[src/rtl/switch_bank_io_pkg.sv]
// Shared constants for the switch/button MMIO block: default parameter
// values, the read address map and a small address decoder.
package switch_io_pkg;

    localparam int SW_W_DEFAULT      = 16;
    localparam int N_BTN_DEFAULT     = 4;
    localparam int DB_CYCLES_DEFAULT = 20000;

    localparam logic [31:0] ADDR_BTN_FLAGS = 32'hFFFF_FF00;
    localparam logic [31:0] ADDR_BTN_LEVEL = 32'hFFFF_FF04;
    localparam logic [31:0] ADDR_SW_ALL    = 32'hFFFF_FFF1;
    localparam logic [31:0] ADDR_SW_HI     = 32'hFFFF_FFF3;
    localparam logic [31:0] ADDR_SW_HI_SX  = 32'hFFFF_FFF5;
    localparam logic [31:0] ADDR_SW_LO3    = 32'hFFFF_FFF7;
    localparam logic [31:0] ADDR_SW_LO8_SX = 32'hFFFF_FFF9;

    typedef enum logic [2:0] {
        SEL_NONE,
        SEL_BTN_FLAGS,
        SEL_BTN_LEVEL,
        SEL_SW_ALL,
        SEL_SW_HI,
        SEL_SW_HI_SX,
        SEL_SW_LO3,
        SEL_SW_LO8_SX
    } rd_sel_e;

    // Map a byte address onto the register it selects; unmapped reads give SEL_NONE.
    function automatic rd_sel_e decode_addr(input logic [31:0] addr);
        case (addr)
            ADDR_BTN_FLAGS: return SEL_BTN_FLAGS;
            ADDR_BTN_LEVEL: return SEL_BTN_LEVEL;
            ADDR_SW_ALL:    return SEL_SW_ALL;
            ADDR_SW_HI:     return SEL_SW_HI;
            ADDR_SW_HI_SX:  return SEL_SW_HI_SX;
            ADDR_SW_LO3:    return SEL_SW_LO3;
            ADDR_SW_LO8_SX: return SEL_SW_LO8_SX;
            default:        return SEL_NONE;
        endcase
    endfunction

endpackage

[src/rtl/switch_bank_io_debouncer.sv]
// Single-bit debouncer: the output follows the input only after the input
// has differed from it for DB_CYCLES consecutive cycles.
module debouncer
    import switch_io_pkg::*;
#(
    parameter int DB_CYCLES = DB_CYCLES_DEFAULT
) (
    input  logic clk,
    input  logic rst,
    input  logic din,
    output logic dout
);

    localparam int                 CNT_W    = $clog2(DB_CYCLES + 1);
    localparam logic [CNT_W-1:0]   CNT_LAST = CNT_W'(DB_CYCLES - 1);
    localparam logic [CNT_W-1:0]   CNT_ONE  = CNT_W'(1);

    logic [CNT_W-1:0] cnt;

    // Count cycles of disagreement; any agreement restarts the window.
    // NOTE: sequential state uses non-blocking assignments so every flop
    // samples the pre-edge values regardless of statement order.
    always_ff @(posedge clk) begin
        if (!rst) begin
            cnt  <= '0;
            dout <= 1'b0;
        end else if (din == dout) begin
            cnt  <= '0;
        end else if (cnt == CNT_LAST) begin
            cnt  <= '0;
            dout <= din;
        end else begin
            cnt  <= cnt + CNT_ONE;
        end
    end

endmodule

[src/rtl/switch_bank_io.sv]
// Memory-mapped switch and push-button bank: synchronizes and debounces
// every input, keeps sticky rising-edge flags for the buttons and serves
// single-cycle-latency reads.
module switch_bank_io
    import switch_io_pkg::*;
#(
    parameter int SW_W      = SW_W_DEFAULT,
    parameter int N_BTN     = N_BTN_DEFAULT,
    parameter int DB_CYCLES = DB_CYCLES_DEFAULT
) (
    input  logic             clk,
    input  logic             rst,
    input  logic             io_rd,
    input  logic [31:0]      address,
    input  logic [SW_W-1:0]  sw_raw,
    input  logic [N_BTN-1:0] btn_raw,
    output logic [31:0]      rd_data,
    output logic             rd_valid,
    output logic             btn_pending
);

    localparam int N_IN = SW_W + N_BTN;

    logic [N_IN-1:0]  sync1, sync2, db;
    logic [SW_W-1:0]  sw_db;
    logic [N_BTN-1:0] btn_db, btn_prev, btn_rise;
    logic [N_BTN-1:0] flags, flags_next;
    logic [31:0]      rd_word, rd_data_q;
    logic             rd_valid_q, rd_clear;
    rd_sel_e          sel;

    // Two-flop synchronizer for all raw inputs, buttons above switches.
    always_ff @(posedge clk) begin
        if (!rst) begin
            sync1 <= '0;
            sync2 <= '0;
        end else begin
            sync1 <= {btn_raw, sw_raw};
            sync2 <= sync1;
        end
    end

    for (genvar i = 0; i < N_IN; i++) begin : g_db
        debouncer #(.DB_CYCLES(DB_CYCLES)) u_db (
            .clk  (clk),
            .rst  (rst),
            .din  (sync2[i]),
            .dout (db[i])
        );
    end

    assign sw_db    = db[SW_W-1:0];
    assign btn_db   = db[N_IN-1:SW_W];
    assign btn_rise = btn_db & ~btn_prev;

    assign sel      = decode_addr(address);
    assign rd_clear = io_rd && (sel == SEL_BTN_FLAGS);

    // A rising edge in the clearing cycle wins over the clear.
    assign flags_next = (rd_clear ? '0 : flags) | btn_rise;

    // Select the read word for the decoded address.
    // NOTE: rd_word gets a default before the case so no path leaves it
    // unassigned, which would otherwise infer a latch.
    always_comb begin
        rd_word = '0;
        case (sel)
            SEL_BTN_FLAGS: rd_word = 32'(flags);
            SEL_BTN_LEVEL: rd_word = 32'(btn_db);
            SEL_SW_ALL:    rd_word = 32'(sw_db);
            SEL_SW_HI:     rd_word = {24'd0, sw_db[SW_W-1:SW_W-8]};
            SEL_SW_HI_SX:  rd_word = {{24{sw_db[SW_W-1]}}, sw_db[SW_W-1:SW_W-8]};
            SEL_SW_LO3:    rd_word = {29'd0, sw_db[2:0]};
            SEL_SW_LO8_SX: rd_word = {{24{sw_db[7]}}, sw_db[7:0]};
            default:       rd_word = '0;
        endcase
    end

    // Sticky button flags, edge-detect history and their registered OR.
    always_ff @(posedge clk) begin
        if (!rst) begin
            flags       <= '0;
            btn_prev    <= '0;
            btn_pending <= 1'b0;
        end else begin
            flags       <= flags_next;
            btn_prev    <= btn_db;
            btn_pending <= |flags_next;
        end
    end

    // Read response register, one cycle behind the strobe.
    always_ff @(posedge clk) begin
        if (!rst) begin
            rd_valid_q <= 1'b0;
            rd_data_q  <= '0;
        end else begin
            rd_valid_q <= io_rd;
            rd_data_q  <= io_rd ? rd_word : '0;
        end
    end

    // A response due in the same cycle reset asserts is suppressed at once,
    // so an in-flight read never surfaces.
    assign rd_valid = rd_valid_q & rst;
    assign rd_data  = rst ? rd_data_q : '0;

endmodule

[config.mk]
export PLATFORM = sky130hd
export DESIGN_NAME = switch_bank_io
export DESIGN_NICKNAME = d
export VERILOG_FILES = /design/src/rtl/switch_bank_io_pkg.sv /design/src/rtl/switch_bank_io_debouncer.sv /design/src/rtl/switch_bank_io.sv
export SDC_FILE = /design/constraint.sdc
export NUM_CORES = 1
export LEC_CHECK = 0
export CAP_MARGIN = 10
export CORE_ASPECT_RATIO = 1.5
export CORE_MARGIN = 5
export CORE_UTILIZATION = 50
export CTS_BUF_LIST = sky130_fd_sc_hd__clkbuf_4 sky130_fd_sc_hd__clkbuf_8
export DETAILED_ROUTE_END_ITERATION = 8
export PLACE_DENSITY = 0.71
export SYNTH_ARGS = -nofsm -noshare
export SYNTH_HDL_FRONTEND = slang
export SYNTH_SLANG_ARGS = --single-unit
[constraint.sdc]
create_clock -name clk -period 6.03 [get_ports clk]
set_input_delay 1.206 -clock clk [delete_from_list [all_inputs] [get_ports clk]]
set_output_delay 1.206 -clock clk [all_outputs]
set_load 0.02 [all_outputs]
==> results of run 1 <==
routing by layer:
metal	global-route usage	share of wire	routed length (um)
met1	0.196	0.44	13900
met2	0.310	0.50	16000
met3	0.0334	0.038	1210
met4	0.0507	0.019	614
met5	0	0	0
stage by stage:
| step | area [um^2] | hold WS (ns) |
|---|---|---|
| 3_3_place_gp | 17700 | 0.420 |
| 6_report | 19100 | 0.433 |
| 3_5_place_dp | 17700 | 0.422 |
| 5_1_grt | 19100 | 0.448 |
| 2_1_floorplan | 16600 | 0.412 |
| 4_1_cts | 19100 | 0.437 |
state kept, by name, summed over array words and instances (netlist names):
signal,flops
btn_pending,1
btn_prev,4
flags,4
g_db.u_db.cnt,300
g_db.u_db.dout,20
rd_data_q,17
rd_valid_q,1
sync1,20
sync2,20
cells in the mapped netlist (all sizes together) (2+ instances only):
library cell	count	share of area
or2	5	0.0019
nand2b	4	0.0015
nand2	92	0.021
a32o	2	0.0012
nor2b	26	0.0098
a21oi	14	0.0042
ha	20	0.015
mux2i	20	0.012
clkbuf	17	0.0038
a22oi	7	0.0032
dfxtp	387	0.47
and3	6	0.0023
and2	67	0.025
mux2	4	0.0027
buf	38	0.019
a211oi	2	0.00090
nand4	94	0.036
xnor2	170	0.089
nor3b	3	0.0014
inv	67	0.015
nor2	320	0.072
a32oi	2	0.0015
xor2	104	0.055
or4b	17	0.010
and4	26	0.014
nor4b	7	0.0046
or3	22	0.0083
or4	15	0.0097
nand3	96	0.033
o32ai	8	0.0042
o21ai	11	0.0033
a21boi	2	0.00090
nor4	63	0.026
nor3	75	0.023
power groups by stage:
| stage | registers [mW] | logic [mW] | clock network, mW |
|---|---|---|---|
| global route | 2.58 | 0.114 | 2.65 |
| floorplan | 2.64 | 0.0593 | 0 |
| global placement | 2.64 | 0.103 | 0 |
| CTS | 2.58 | 0.105 | 2.53 |
| detailed placement | 2.64 | 0.105 | 0 |
| finish | 2.58 | 0.103 | 2.45 |
cells by family (layout without fill, tap and decap cells):
group / after synthesis / after routing / share of synthesized area
AO/OA/AOI/OAI: 57 / 57 / 0.0243
AND/OR/NAND/NOR: 938 / 938 / 0.298
buffers and inverters: 122 / 263 / 0.0380
multiplexers: 24 / 24 / 0.0147
flip-flops: 387 / 387 / 0.465
XOR/XNOR: 274 / 274 / 0.144
adder cells (fa/ha/maj): 20 / 20 / 0.0150
worst min path at each step:
stage                            to  slack, ns  cells past startpoint
after floorplan            sync2[0]       0.41                      1
after global placement    sync2[16]       0.42                      1
after detailed placement   sync2[5]       0.42                      1
after CTS                 sync2[19]       0.44                      1
after global routing      sync2[16]       0.45                      1
final                     sync2[19]       0.43                      1
area by class of cell:
cell class                      count  area [um^2]  area share
Sequential cell                   387         7750       0.406
Tap cell                          420          526      0.0276
Clock inverter                     18          243      0.0127
Multi-Input combinational cell   1313         8270       0.434
Timing Repair Buffer               90          893      0.0469
Clock buffer                       88         1130      0.0593
Inverter                           67          251      0.0132
==> run summary, run 1 <==
register bit total from synthesis: 387
Rel. slew slack: 0.449
Int Power: 4.08 mW
capture point of the critical path: rd_data[21]
syn_nets: 1897
fin util: 0.575
Seq/Total Area, Yosys: 0.465
clock share of power: 0.477
H-tree Lvls: 2
post-CTS setup buffers: 0
cells along the critical path: buf_4, and2_1, clkdlybuf4s50_1
Critical path buffers and inverters: 2
Worst Slack Setup Final: 2.07 ns
count of port buffers added during placement: 88
via count: 12600
Worst IR Drop VDD: 0.161 mV
RSZ-0062 raised after global routing: false
GRT Total Usage: 0.168
CP max FO: 48
first drt pass iteration count: 5
cell total after placement: 2277
fin crit share: 0.657
hold buffer count at cts: 0
DRT Wirelength: 31.6 mm
Final Hold Vio Count: 0
Final setup viols: 0
worst min-delay path category: flop to flop
pwr/cell area: 269 nW/um^2
Clock Tree Buf Depth: 3
die extent in y: 233 um
Rows: 82
synthesized instance count: 1822
Seq pwr share: 0.503
fin crit period: 3.96 ns
Root Buffer: clkbuf_8
number of antenna diodes: 0
FF-to-FF End: g_db[14].u_db.cnt[14]
commonest non-fill, non-tap cell in the layout: dfxtp_1
Post-synth EDFFs: 0
Max Slew Vio Count: 0
switching part of the total power: 0.206
# DRC: 0
Reg2Reg Setup Slack: 3.86 ns
Worst Hold Launch: sync1[19]
GPL Wtd Cong: 0.819
WL/cell: 13.3 um
CP top delay family: buffers and inverters
Core Box Area: 33100 um^2
outcome: finished clean
Crit path largest cell delay: 0.69 ns
Avg Cell Area, Syn: 9.14 um^2
CTS tree: done
MaxCap Viol Count: 0
Worst Clk Skew: 0.0229 ns
Slowest cell on crit path: clkdlybuf4s50_1
critical path class: input port to output pin
YS warnings: 0
setup_tns: 0 ns
asr flop ratio synth: 0
Crit. End Element: output pin
initial core utilization: 0.502
I/O pin cnt: 89
TritonCTS Buffers: 58
Gate power share: 0.020
beginning of the critical path: rst
depth of the most critical reg-to-reg path: 5
Vias per Instance: 5.29
Main synth FF type: dfxtp_1
WP depth: 3
P&R area growth vs syn: 14.5%
Reg clk slew, reported paths: 0.06 ns
Die ar.: 37100 um^2
Worst-Skew Late Latency: 0.61 ns
Required @ worst endpoint: 4.82 ns
# clock sinks: 387
fmax: 252 MHz
P_leak: 6.10 nW
post-cts sizing count: 0
initial antenna violation count: 0
layout cell share with drive strength beyond 1: 0.0774
Detail Route Antenna Nets: 0
NumNets Final: 1992
Overall Power: 5.14 mW
hpwl dp: 22.3 mm
Psw: 1.06 mW
die boundary width: 159 um
pin count of the biggest net entering global routing: 49
cell area after synthesis: 16600 um^2
Initial DRC Count: 465
highest-count cells in the layout ignoring fill and taps: dfxtp_1, nor2_1, xnor2_1, xor2_1, nand4_1
CP Data Arrival Time: 2.76 ns
measured slew at the worst slew-check pin: 0.820 ns
global-route wire length before repair: 54.8 mm
fin cells: 2383
reg-to-reg startpoint: g_db[14].u_db.cnt[0]
Netlist cell types: 56
Place WS: 2.02 ns
fillers: 2975
Critical Path Source Type: input port
vias in the first global route: 12400
GRT overflow: 0
(Power assumes the default switching activity.)
==> inputs of run 2 (changes only) <==
--- a/config.mk
+++ b/config.mk
@@ -11,7 +11,7 @@
 export CORE_UTILIZATION = 50
 export CTS_BUF_LIST = sky130_fd_sc_hd__clkbuf_4 sky130_fd_sc_hd__clkbuf_8
 export DETAILED_ROUTE_END_ITERATION = 8
-export PLACE_DENSITY = 0.71
+export PLACE_DENSITY = 0.74
 export SYNTH_ARGS = -nofsm -noshare
 export SYNTH_HDL_FRONTEND = slang
 export SYNTH_SLANG_ARGS = --single-unit
==> constraint.sdc (replaced) <==
create_clock -name clk -period 3.6 [get_ports clk]
set_input_delay 0.72 -clock clk [delete_from_list [all_inputs] [get_ports clk]]
set_output_delay 0.72 -clock clk [all_outputs]
set_load 0.02 [all_outputs]
==> run 2 against run 1 <==
  * Flip-flop and latch count is the same
  * Highest routed layer unchanged
  * Utilization shrank 0.20 points
  * Largest cell class unchanged
  * Routed wire length shrank 1.2%
  * Cell count is essentially flat
  * Via count shrank 0.59%
==> run summary, run 2 (synthesis results as in run 1) <==
outcome: finished clean
initial antenna violation count: 1 (+1)
I/O pin cnt: 89 (unchanged)
fin crit share: 0.775
depth of the most critical reg-to-reg path: 5 (unchanged)
TritonCTS Buffers: 56 (-3.4%)
hold buffer count at cts: 0 (unchanged)
hpwl dp: 22.2 mm (-0.43%)
CP Data Arrival Time: 2.07 ns (-0.69 ns)
# DRC: 0 (unchanged)
FF-to-FF End: g_db[14].u_db.cnt[12]
capture point of the critical path: rd_data[17]
post-CTS setup buffers: 0 (unchanged)
Core Box Area: 33100 um^2 (unchanged)
critical path class: input port to output pin
max reg flops: 300 (unchanged)
Final Hold Vio Count: 0 (unchanged)
NumNets Final: 1991 (-0.050%)
fmax: 358 MHz
Rel. slew slack: 0.499 (+0.0502)
die extent in y: 233 um (unchanged)
RSZ-0062 raised after global routing: false
H-tree Lvls: 2 (unchanged)
WP depth: 3 (unchanged)
CP top delay family: buffers and inverters
Reg clk slew, reported paths: 0.06 ns (about the same)
Slowest cell on crit path: clkdlybuf4s50_1
DRT Wirelength: 31.3 mm (-1.2%)
measured slew at the worst slew-check pin: 0.751 ns (-0.0684 ns)
fin crit period: 2.79 ns
fin util: 0.573 (-0.00204)
CP max FO: 20 (-58%)
first drt pass iteration count: 5 (unchanged)
highest-count cells in the layout ignoring fill and taps: dfxtp_1, nor2_1, xnor2_1, xor2_1, nand4_1
GPL Wtd Cong: 0.849 (+3.6%)
Rows: 82 (unchanged)
reg-to-reg startpoint: g_db[14].u_db.cnt[0]
Reg2Reg Setup Slack: 1.45 ns (-2.41 ns)
commonest non-fill, non-tap cell in the layout: dfxtp_1
Crit path largest cell delay: 0.70 ns (about the same)
Final setup viols: 0 (unchanged)
P_leak: 6.06 nW (-0.56%)
Worst IR Drop VDD: 0.232 mV (+44%)
via count: 12500 (-0.59%)
Initial DRC Count: 487 (+4.7%)
GRT overflow: 0 (unchanged)
post-cts sizing count: 0 (unchanged)
Max Slew Vio Count: 0 (unchanged)
beginning of the critical path: rst
cells along the critical path: buf_4, and2_1, clkdlybuf4s50_1
Crit. End Element: output pin
Worst Clk Skew: 0.0313 ns (+0.00845 ns)
Overall Power: 8.33 mW (+62%)
Clock Tree Buf Depth: 3 (unchanged)
Critical path buffers and inverters: 2 (unchanged)
GRT Total Usage: 0.166 (-0.00204)
layout cell share with drive strength beyond 1: 0.0760 (-0.00141)
P&R area growth vs syn: 14.1%
Critical Path Source Type: input port
MaxCap Viol Count: 0 (unchanged)
pin count of the biggest net entering global routing: 57 (+16%)
CTS tree: done
vias in the first global route: 12300 (-0.54%)
Die ar.: 37100 um^2 (unchanged)
Detail Route Antenna Nets: 0 (unchanged)
Root Buffer: clkbuf_8
# clock sinks: 387 (unchanged)
Top reg by flops: g_db.u_db.cnt
Required @ worst endpoint: 2.88 ns (-1.94 ns)
pwr/cell area: 438 nW/um^2 (+63%)
die boundary width: 159 um (unchanged)
count of port buffers added during placement: 88 (unchanged)
worst min-delay path category: flop to flop
global-route wire length before repair: 54.2 mm (-0.94%)
Vias per Instance: 5.26 (-0.50%)
WL/cell: 13.1 um (-1.1%)
Worst-Skew Late Latency: 0.61 ns (about the same)
setup_tns: 0 ns (unchanged)
initial core utilization: 0.502 (unchanged)
-- run 2: worst reg2reg max path, delay by kind of cell, from the launching register on --
kind                       cells  cell delay [ns]
and+or+nand+nor                4             1.39
DFF                            1             0.37
adders and majority gates      1             0.24
-- run 2: worst min-delay path by stage --
stage               from        end  slack [ns]  cells past startpoint
2_1_floorplan   sync1[0]   sync2[0]        0.41                      1
6_report       sync1[19]  sync2[19]        0.43                      1
4_1_cts        sync1[19]  sync2[19]        0.43                      1
3_5_place_dp   sync1[12]  sync2[12]        0.42                      1
5_1_grt        sync1[19]  sync2[19]        0.45                      1
3_3_place_gp   sync1[19]  sync2[19]        0.41                      1
-- run 2: area by class of cell --
cell class | count | area, um^2
multi-input cells | 1313 | 8270
clock buffers | 86 | 1120
repair buffers | 91 | 913
well taps | 420 | 526
flip-flops and latches | 387 | 7750
diodes | 1 | 2.50
inverters | 67 | 251
fillers | 2901 | 14100
clock inverters | 16 | 161
-- run 2: routing by layer --
| layer | global-route usage | wire (um) |
|---|---|---|
| met2 | 0.298 | 15400 |
| met4 | 0.0576 | 821 |
| met3 | 0.0362 | 1430 |
| met1 | 0.195 | 13600 |
| met5 | 0 | 0 |
-- run 2: per-stage QoR --
step                area [um^2]  cells  hold WS, ns  setup slack [ns]
floorplan                 16600   1822        0.412             0.785
global route              19000   2380        0.453             0.680
CTS                       19000   2380        0.435             0.761
global placement          17700   2278        0.415             0.742
detailed placement        17700   2278        0.419             0.664
finish                    19000   2381        0.430             0.809
-- run 2: report_power, final --
group	switching (mW)	total, mW	leakage [nW]	internal [mW]
Combinational	0.0863	0.173	2.26	0.0872
Sequential	0.0157	4.33	3.13	4.31
Clock	1.62	3.83	0.683	2.20
==> inputs of run 3 (changes only) <==
==> constraint.sdc (replaced) <==
create_clock -name clk -period 2.4 [get_ports clk]
set_input_delay 0.48 -clock clk [delete_from_list [all_inputs] [get_ports clk]]
set_output_delay 0.48 -clock clk [all_outputs]
set_load 0.02 [all_outputs]
==> run 3 against run 2 <==
  * Cell area up 0.69%
  * Hold slack worse by 0.16 ns
  * Worst setup slack worse by 0.72 ns
  * Clock-buffer cell count down 2
  * Combinational power up 59%
  * Cell count up 0.59%
  * Flip-flop and latch count unchanged
  * Utilization up 0.39 points
  * Critical endpoint is now rd_data[4]
  * Largest power group unchanged
  * Highest routed layer unchanged
==> run summary, run 3 (synthesis results as in run 1) <==
DRT Wirelength: 31.8 mm (+1.8%)
beginning of the critical path: rd_data_q[4]
initial antenna violation count: 0 (-1)
CP top delay family: buffers and inverters
fin crit share: 0.964
GPL Wtd Cong: 0.829 (-2.3%)
Die ar.: 37100 um^2 (unchanged)
TritonCTS Buffers: 57 (+1.8%)
area of the multi-input gates: 8270 um^2 (about the same)
cells along the critical path: and2_1, clkdlybuf4s50_1
Worst IR Drop VDD: 0.404 mV (+74%)
Rel. slew slack: 0.564 (+0.0644)
GRT Total Usage: 0.171 (+0.00533)
I/O pin cnt: 89 (unchanged)
Slowest cell on crit path: clkdlybuf4s50_1
fin crit period: 2.31 ns
Critical Path Source Type: flop
Worst-Skew Late Latency: 0.62 ns (about the same)
Required @ worst endpoint: 1.92 ns (-0.96 ns)
measured slew at the worst slew-check pin: 0.653 ns (-0.0980 ns)
GRT overflow: 0 (unchanged)
Worst Clk Skew: 0.0250 ns (-0.00631 ns)
fillers: 2918 (+0.59%)
Worst Hold Slack: 0.274 ns (-0.156 ns)
max reg flops: 300 (unchanged)
depth of the most critical reg-to-reg path: 5 (unchanged)
# clock sinks: 387 (unchanged)
die boundary width: 159 um (unchanged)
post-cts sizing count: 1 (+1)
WP depth: 2 (-1)
commonest non-fill, non-tap cell in the layout: dfxtp_1
# DRC: 0 (unchanged)
NumNets Final: 2008 (+0.85%)
vias in the first global route: 12600 (+2.4%)
Core Box Area: 33100 um^2 (unchanged)
Top reg by flops: g_db.u_db.cnt
first drt pass iteration count: 7 (+2)
Detail Route Antenna Nets: 0 (unchanged)
die extent in y: 233 um (unchanged)
dpl cell area: 17800 um^2 (+0.68%)
P&R area growth vs syn: 14.8%
hpwl dp: 22.6 mm (+2.0%)
Reg2Reg Setup Slack: 0.47 ns (-0.98 ns)
CTS tree: done
Final setup viols: 0 (unchanged)
reg-to-reg startpoint: g_db[15].u_db.cnt[0]
Reg clk slew, reported paths: 0.07 ns (about the same)
worst min-delay path category: input port to flop
fmax: 432 MHz
outcome: finished clean
Max Slew Vio Count: 0 (unchanged)
global-route wire length before repair: 55.6 mm (+2.6%)
hold buffer count at cts: 0 (unchanged)
CP max FO: 1 (-95%)
Crit path largest cell delay: 0.61 ns (-0.09 ns)
post-CTS setup buffers: 0 (unchanged)
pin count of the biggest net entering global routing: 45 (-21%)
highest-count cells in the layout ignoring fill and taps: dfxtp_1, nor2_1, xnor2_1, xor2_1, nand4_1
fin area: 19100 um^2 (+0.69%)
Initial DRC Count: 458 (-6.0%)
Clock Tree Buf Depth: 3 (unchanged)
Final Hold Vio Count: 0 (unchanged)
via count: 12700 (+1.7%)
P_leak: 6.31 nW (+4.0%)
Rows: 82 (unchanged)
MaxCap Viol Count: 0 (unchanged)
layout cell share with drive strength beyond 1: 0.0836 (+0.00757)
CP Data Arrival Time: 1.83 ns (-0.24 ns)
critical path class: flop to output pin
count of port buffers added during placement: 88 (unchanged)
FF-to-FF End: g_db[15].u_db.cnt[14]
depth of the worst hold-timing path: 2 (+1)
H-tree Lvls: 2 (unchanged)
pwr/cell area: 654 nW/um^2 (+49%)
capture point of the critical path: rd_data[4]
Crit. End Element: output pin
FF+latch area: 7750 um^2 (about the same)
WL/cell: 13.3 um (+1.2%)
Vias per Instance: 5.32 (+1.1%)
Root Buffer: clkbuf_8
Critical path buffers and inverters: 1 (-1)
initial core utilization: 0.502 (unchanged)
run 3: layout make-up:
class / count / area share
Multi-Input combinational cell: 1313 / 0.433
Sequential cell: 387 / 0.405
Clock buffer: 84 / 0.0562
Timing Repair Buffer: 107 / 0.0554
Tap cell: 420 / 0.0275
Inverter: 67 / 0.0132
Clock inverter: 16 / 0.00995
Antenna cell: 1 / 0.000131
run 3: report_power, final:
group	switching, mW	internal (mW)	total [mW]
combinational	0.132	0.143	0.275
clock	2.45	3.29	5.75
sequential	0.0243	6.47	6.49
total	2.61	9.90	12.5
run 3: how the worst min path moves through the flow:
stage	from	endpoint	slack, ns
2_1_floorplan	sync1[0]	sync2[0]	0.41
3_3_place_gp	sync1[12]	sync2[12]	0.41
3_5_place_dp	sync1[12]	sync2[12]	0.42
4_1_cts	rst	g_db[9].u_db.dout	0.24
5_1_grt	rst	g_db[7].u_db.dout	0.25
6_report	rst	g_db[9].u_db.dout	0.27
run 3: worst register-to-register path, stage by stage (launching register included):
cell and delay (ns):
dfxtp_1 0.38, ha_1 0.24, nand4_1 0.20, nor4_1 0.55, or2_2 0.36, nor2_1 0.09
run 3: through the flow:
step                setup TNS (ns)  total power, mW   util  instances  setup WS, ns
finish                           0             12.5  0.577       2395        0.0870
global placement                 0             6.90  0.538       2294        0.0538
CTS                              0             12.7  0.576       2394        0.0238
floorplan                        0             6.77      -       1822        0.0652
global route             -0.000542             13.0  0.577       2394     -0.000542
detailed placement         -0.0142             6.91  0.538       2294       -0.0131
run 3: routing by layer:
metal	global-route usage	vias up	routed length, um
met5	0	-	0
met4	0.0563	0	792
li1	-	6472	-
met1	0.195	5986	13500
met3	0.0397	61	1540
met2	0.315	213	16000
